**config.mk**
```make
export PLATFORM = sky130hd
export DESIGN_NAME = fp_sub_iter
export DESIGN_NICKNAME = d
export VERILOG_FILES = /design/src/rtl/fp_sub_iter.sv
export SDC_FILE = /design/constraint.sdc
export NUM_CORES = 1
export LEC_CHECK = 0
export ABC_AREA = 1
export CELL_PAD_IN_SITES_DETAIL_PLACEMENT = 0
export CELL_PAD_IN_SITES_GLOBAL_PLACEMENT = 2
export CORE_MARGIN = 2
export CORE_UTILIZATION = 34
export DETAILED_ROUTE_END_ITERATION = 10
export PLACE_DENSITY = 0.95
export SYNTH_ARGS = -nofsm -noshare
export SYNTH_HDL_FRONTEND = slang
export SYNTH_SLANG_ARGS = --single-unit
```
**constraint.sdc**
```tcl
create_clock -name clk -period 5.5 [get_ports clk]
set_input_delay 1.1 -clock clk [delete_from_list [all_inputs] [get_ports clk]]
set_output_delay 1.1 -clock clk [all_outputs]
set_load 0.02 [all_outputs]
```
**src/rtl/fp_sub_iter.sv**
```systemverilog
// Multi-cycle single-precision subtractor: Result = Number1 - Number2.
// Alignment and renormalisation move one bit per cycle. Rounding is by truncation.
//
// state | meaning
// IDLE  | waiting for _go; operands captured on an accepted pulse
// ALIGN | shift the smaller mantissa right once per cycle until cnt == 0
// ADD   | add or subtract the magnitudes; handle zero sum and carry-out
// NORM  | shift left until the hidden bit is set, or flush on underflow
// DONE  | one-cycle done pulse; Result was written on entry
module fp_sub_iter #(
    parameter int MAX_ALIGN = 25
) (
    input  logic        clk,
    input  logic        reset,
    input  logic        _go,
    input  logic [31:0] Number1,
    input  logic [31:0] Number2,
    output logic [31:0] Result,
    output logic        done,
    output logic        busy
);
    localparam logic [7:0] MAX_ALIGN_W = 8'(MAX_ALIGN);

    typedef enum logic [2:0] {IDLE, ALIGN, ADD, NORM, DONE} state_t;

    state_t      state, state_nxt;
    logic [23:0] m_l, m_s;
    logic        sign_l, sign_s;
    logic [7:0]  exp_r;
    logic [4:0]  cnt;
    logic [24:0] sum;
    logic        sign_r;

    logic [7:0]  e1, e2;
    logic        special;
    logic [24:0] add_sum;
    logic        add_sign;

    assign e1      = Number1[30:23];
    assign e2      = Number2[30:23];
    assign special = (e1 == 8'hFF) || (e2 == 8'hFF) || (e1 == 8'h00) || (e2 == 8'h00);

    // Magnitude add/subtract of the aligned mantissas; the larger magnitude sets the sign
    always_comb begin
        add_sum  = '0;
        add_sign = sign_l;
        if (sign_l == sign_s) begin
            add_sum  = {1'b0, m_l} + {1'b0, m_s};
            add_sign = sign_l;
        end else if (m_l >= m_s) begin
            add_sum  = {1'b0, m_l} - {1'b0, m_s};
            add_sign = sign_l;
        end else begin
            add_sum  = {1'b0, m_s} - {1'b0, m_l};
            add_sign = sign_s;
        end
    end

    // State register
    always_ff @(posedge clk) begin
        if (reset) state <= IDLE;
        else       state <= state_nxt;
    end

    // Next-state decode and handshake outputs
    always_comb begin
        state_nxt = state;
        done      = 1'b0;
        busy      = 1'b1;
        case (state)
            IDLE: begin
                busy = 1'b0;
                if (_go) state_nxt = special ? DONE : ALIGN;
            end
            ALIGN: if (cnt == 5'd0) state_nxt = ADD;
            ADD: begin
                if (add_sum == 25'd0)                    state_nxt = DONE;
                else if (add_sum[24] && exp_r == 8'hFE)  state_nxt = DONE;
                else                                     state_nxt = NORM;
            end
            NORM: if (sum[23] || exp_r <= 8'd1) state_nxt = DONE;
            DONE: begin
                done      = 1'b1;
                state_nxt = IDLE;
            end
            default: state_nxt = IDLE;
        endcase
    end

    // Datapath: operand capture, shifting, and the Result register
    always_ff @(posedge clk) begin
        if (reset) begin
            Result <= 32'h0;
            m_l    <= '0;
            m_s    <= '0;
            sign_l <= 1'b0;
            sign_s <= 1'b0;
            exp_r  <= '0;
            cnt    <= '0;
            sum    <= '0;
            sign_r <= 1'b0;
        end else begin
            case (state)
                IDLE: if (_go) begin
                    if (e1 == 8'hFF || e2 == 8'hFF)
                        Result <= 32'h7FC0_0000;
                    else if (e1 == 8'h00 && e2 == 8'h00)
                        Result <= 32'h0;
                    else if (e1 == 8'h00)
                        Result <= {~Number2[31], Number2[30:0]};
                    else if (e2 == 8'h00)
                        Result <= Number1;
                    else if (e1 >= e2) begin
                        m_l    <= {1'b1, Number1[22:0]};
                        sign_l <= Number1[31];
                        m_s    <= {1'b1, Number2[22:0]};
                        sign_s <= ~Number2[31];
                        exp_r  <= e1;
                        cnt    <= ((e1 - e2) > MAX_ALIGN_W) ? MAX_ALIGN_W[4:0] : 5'(e1 - e2);
                    end else begin
                        m_l    <= {1'b1, Number2[22:0]};
                        sign_l <= ~Number2[31];
                        m_s    <= {1'b1, Number1[22:0]};
                        sign_s <= Number1[31];
                        exp_r  <= e2;
                        cnt    <= ((e2 - e1) > MAX_ALIGN_W) ? MAX_ALIGN_W[4:0] : 5'(e2 - e1);
                    end
                end
                ALIGN: if (cnt != 5'd0) begin
                    m_s <= m_s >> 1;
                    cnt <= cnt - 5'd1;
                end
                ADD: begin
                    sign_r <= add_sign;
                    if (add_sum == 25'd0)
                        Result <= 32'h0;
                    else if (add_sum[24]) begin
                        sum   <= add_sum >> 1;
                        exp_r <= exp_r + 8'd1;
                        if (exp_r == 8'hFE) Result <= {add_sign, 8'hFF, 23'h0};
                    end else
                        sum <= add_sum;
                end
                NORM: begin
                    if (sum[23])
                        Result <= {sign_r, exp_r, sum[22:0]};
                    else if (exp_r <= 8'd1)
                        Result <= 32'h0;
                    else begin
                        sum   <= sum << 1;
                        exp_r <= exp_r - 8'd1;
                    end
                end
                default: ;
            endcase
        end
    end
endmodule

```
* After elaboration in Yosys (flattened, before gate mapping)
Cells that the tools add are included. Widths: inputs -> output; s select.
Storage, ports and cells: word-level logic and storage cells 136, output and inout bits 34, bits in registers 123, bits of input ports 67
Operators by class: add/sub/neg operators 8, eq/ne operators 24, muxes and demuxes 61, $lt $le $gt $ge 5, bitwise operators 5, reductions and logical operators 22
Operators with widths (number):
- $mux 32 | 10
- $mux 24 | 10
- $pmux 24 s2 | 2
- $pmux 32 s3 | 1
- $mux 8 | 10
- $mux 25 | 2
- $sub 24x24->25 | 2
- $mux 23 | 2
- $mux 5 | 9
- $add 24x24->25 | 1
- $logic_not 25->1 | 1
- $eq 8x8->1 const B | 3
- $ge 24x24->1 | 1
- $ne 2x2->1 const B | 12
- $pmux 8 s3 | 1
- $mux 3 | 6
- $gt 8x5->1 const B | 2
- $logic_not 8->1 | 2
- $sub 8x8->8 | 2
- $pmux 3 s4 | 1
- $reduce_and 6->1 | 2
- $pmux 5 s2 | 1
- $reduce_and 10->1 | 1
- $ne 3x3->1 const B | 3
- other kinds (23) | 38

* Depth between registers and ports, before layout
depth after elaboration 10, mapped depth 27, gate-level depth less buffers 25

* Worst setup path before layout
OpenSTA, ideal clock, no wires.
kind input to register, start in Number1[26], end reg m_l[10], buffers on the path 3, data required time 5405 ps, stages 12, setup slack 2237 ps, arrival 3168 ps, setup time 95 ps, cell sequence inv_1 -> ha_1 -> clkbuf_1 -> a21oi_1 -> o21ai_0 -> nand2_1 -> nand3_1 -> clkinv_1 -> clkbuf_1 -> clkbuf_1 -> nand2_1 -> a221oi_1
On the way: cells in the longest elaborated chain, start to end 4, elaborated cells between the ends (all ways) 10, those cells by class 1 x order compare; 1 x eq/ne; 1 x mux; 3 x bitwise; 4 x reduce/logical
RTL lines:
- from (decl) | line 16 | input logic [31:0] Number1,
- parallel branches: the longest is 4 deep, another holds $ge 8x8->1
- to (signal assigned) | line 114 | m_l <= {1'b1, Number1[22:0]};
- to (signal assigned) | line 121 | m_l <= {1'b1, Number2[22:0]};
- to (decl) | line 27 | logic [23:0] m_l, m_s;
Several ways; the timed one is not identified. A chain may end at the register's enable or synchronous reset.

* Worst setup path after layout
start reg m_l[21], end reg Result[24]
On the way: cells in the longest elaborated chain, start to end 6, elaborated cells between the ends (all ways) 12, those cells by class 3 x add/sub; 1 x order compare; 2 x eq/ne; 4 x mux; 2 x reduce/logical
RTL lines:
- $sub 24x24->25 (tied with other cells) | line 54 | add_sum = {1'b0, m_s} - {1'b0, m_l};
- $mux 25 | line 50 | end else if (m_l >= m_s) begin
- $mux 25 * | line 47 | if (sign_l == sign_s) begin
- $logic_not 25->1 | line 135 | if (add_sum == 25'd0)
- $ne 3x3->1 (no source line) or $mux 32 (tied branches)
- $reduce_and 6->1 (no source line) or $pmux 32 s3 (tied branches)
- to (signal assigned) | line 110 | Result <= {~Number2[31], Number2[30:0]};
- to (signal assigned) | line 140 | if (exp_r == 8'hFE) Result <= {add_sign, 8'hFF, 23'h0};
- to (signal assigned) | line 146 | Result <= {sign_r, exp_r, sum[22:0]};
- to (decl) | line 18 | output logic [31:0] Result,
Every way passes the cells marked *; elsewhere a longest branch is shown, timed or not.

==> results.md <==
- Status: completed
- Critical Path Max Stage Delay: 0.69 ns
- YS warnings: 0
- Full die area: 0.0415 mm^2
- Fin nets: ~2,600
- CTS tree: done
- GRT Total Usage: 0.267
- Root buffer selected by CTS: clkbuf_16
- Largest net degree at the start of global routing: 71
- Routed WL per cell: 18.9 um
- Synth Register Bits: roughly 120
- Pre-CTS setup slack: 0.825 ns
- Period Utilization, post-route: 0.871
- Total setup buffers inserted after CTS: 0
- Unrepaired setup endpoints after global routing: false
- Crit-path leading delay family: simple AND/OR/NAND/NOR gates
- Post-Synthesis Cell Area: 0.0136 mm^2
- Adder-Cell Fraction of Synth Area: 0.0942
- Commonest non-fill, non-tap cell in the layout: nand2_1
- CP startpoint: m_l[21]
- Worst-margin pin slew: ~1.2 ns
- PwrDens: roughly 650 mW/mm^2
- Synth Net Count: between 2,000 and 3,000
- Synth Area in XOR/XNOR: 0.0220
- Worst R2R End: Result[24]
- Cts repair resizes: 0
- Maximum vdd drop: around 0.32 mV
- Most frequent cells in the layout: nand2_1, inv_1, a21oi_1
- Crit start category: flip-flop
- Vias per inst: approximately 5.3
- Via count: 15,500
- Most frequent cell on the critical path: nand2_1
- Die height: 204 um
- Total buffers and inverters traversed by the critical path: 4
- Non-Filler Instances: between 2,000 and 3,000
- Clock latency on the worst-skew pair: ~0.45 ns
- First-pass GRT wire length: around 85,000 um
- Slew Limit Fails: 0
- Initial antenna violation count: 6
- Sequential area share after synthesis: 0.182
- Distinct cells, synth: 50
- Critical Path RT: just under 6 ns
- Final Hold Viols: 0
- Crit path depth: 22
- Share of layout cells above drive strength 1: 0.0439
- Synth Area in Simple Gates: 0.372
- Reg2Reg Setup Slack: roughly 0.71 ns
- Clock H-tree levels: 4
- Post-DP HPWL: around 44,000 um
- Final worst slack: between 0.7 and 0.8 ns
- Die width: 204 um
- Gr ovfl total: 0
- Placed cell count: between 2,000 and 3,000
- RR Startpoint: m_l[21]
- Fin Setup TNS: 0 ns
- Maxcap violations: 0
- Combinational family with the most area after synthesis: simple AND/OR/NAND/NOR gates
- Clock Skews: about 0.013 ns
- Worst-path maximum fanout: a little over 50
- Synth Area per Inst: 5.71 um^2
- CTS clk-pin slew, worst paths: around 0.06 ns
- CTS hold repair buffers: 0
- DRT antenna net count: 0
- Rel. slew slack: 0.229
- PortBufs: 100
- Synthesis-to-finish area growth: 14.0%
- Cells after Synth: 2,375
- CP Capture Type: flip-flop
- Max stage delay cell, worst path: nor2_4
- Final setup violation count: 0
- CP endpoint: Result[24]
- DRT iter0 DRCs: between 1,000 and 1,500
- Hold WC Path Type: flip-flop to flip-flop
- Crit-path cells: inv_1 > ha_1 > inv_2 > nor2_1 > nand2_1 > inv_1 > nand2_2 > nand3_2 > nor2_4 > nand2_1 > nand3_1 > nand2_1 > inv_1 > nand2_1 > nor2_1 > nand2_1 > nor2_4 > nand4_4 > nand2_4 > nand2_2 > nor2_1 > nor2_1
- Cts bufs inserted: 17
- WHS: ~0.48 ns
- R2R cell count: 22
- Initial Util: 0.343
- Drc violations: 0
- Clock Tree Buf Depth: 2
- Leakage: approximately 7.8 nW
- Mux contribution to synthesized area: 0
- Core ar.: 0.0395 mm^2
- CTS Sinks: roughly 120
- Power Total: 10.0 mW
- # rows: 73
- Type of the worst setup path: flip-flop to flip-flop
- Synth Area in Compound Gates: 0.192
- Vias in the first global route: between 10,000 and 15,000
- # IOs: 101
- Routability congestion estimate from global placement: 0.965
- Critical path arrival: between 5 and 6 ns
- Detailed Route WL: ~56,000 um
- First-pass DRT Iterations: 5
- Minimum clock period: between 4 and 5 ns
- F_max: 0.209 GHz
## metrics by stage
stage,util,instance area [um^2]
floorplan,-,13600
global placement,0.376,14900
detailed placement,0.376,14900
CTS,0.391,15400
global route,0.391,15400
finish,0.391,15500
## how the worst min path moves through the flow
stage	startpoint	end	slack, ns	depth (start not counted)
finish	Result[14]	Result[14]	0.48	2
global route	sign_r	sign_r	0.50	2
CTS	sign_r	sign_r	0.48	2
detailed placement	Result[27]	Result[27]	0.47	2
global placement	sign_r	sign_r	0.46	2
floorplan	sign_r	sign_r	0.45	2
## kinds of logic after synthesis
group,after synthesis
simple gates,1212
buf+inv,464
compound gates,443
flops,123
fa+ha+maj,99
xor+xnor,34
## flip-flops by register name, indices dropped and copies added, names as in the netlist, 3 cells and up
register / cells
sum: 24
state: 3
m_s: 24
exp_r: 8
m_l: 24
Result: 32
cnt: 5
## layout make-up
| type | instances | area, um^2 |
|---|---|---|
| well taps | 525 | 657 |
| fillers | 4414 | 24100 |
| flip-flops and latches | 123 | 2460 |
| repair buffers | 120 | 1160 |
| inverters | 356 | 1340 |
| multi-input cells | 1788 | 9240 |
| clock inverters | 11 | 148 |
| clock buffers | 19 | 443 |
| diodes | 3 | 7.51 |
## cell usage after synthesis (all sizes together)
cell type  number  share of area
nand2         778           0.22
inv           349          0.097
nor2          214          0.063
a21oi         210          0.078
nand3         147          0.057
dfxtp         123           0.18
o21ai         110          0.041
ha             94          0.087
clkbuf         62          0.017
buf            46          0.023
a221oi         43          0.028
nand4          40          0.020
xor2           27          0.017
a22oi          26          0.014
o211ai         26          0.014
nor3           19         0.0070
clkinv          7         0.0019
xnor2           7         0.0045
fa              5         0.0074
nor4            5         0.0023
o21bai          5         0.0028
a21o            4         0.0022
o221ai          4         0.0026
o22ai           4         0.0018
or2             4         0.0018
nand3b          2         0.0011
nor3b           2         0.0011
o311ai          2         0.0013
o31ai           2         0.0011
a211oi          1        0.00055
a21boi          1        0.00055
a31oi           1        0.00046
and2            1        0.00046
o2111ai         1        0.00065
o211a           1        0.00074
o21a            1        0.00055
o41ai           1        0.00065
## report_power, final
| group | total, mW | switching, mW | internal (mW) |
|---|---|---|---|
| Clock | 1.16 | 0.442 | 0.717 |
| Sequential | 1.41 | 0.253 | 1.16 |
| Combinational | 7.45 | 5.22 | 2.23 |
## tightest hold or removal path, cell delays in order (launching register included)
cell,delay (ns)
dfxtp_1,0.32
a21oi_1,0.04
nor2_1,0.08
## metal layers
metal / global-route usage / part of all wire / vias up / wire, um
li1: - / - / 7697 / -
met1: 0.343 / 0.44 / 7209 / 24600
met2: 0.437 / 0.46 / 483 / 25700
met3: 0.0328 / 0.052 / 105 / 2920
met4: 0.136 / 0.045 / 6 / 2500
met5: 0 / 0.00074 / - / 41
No activity file was read; power rests on OpenSTA's default activity.
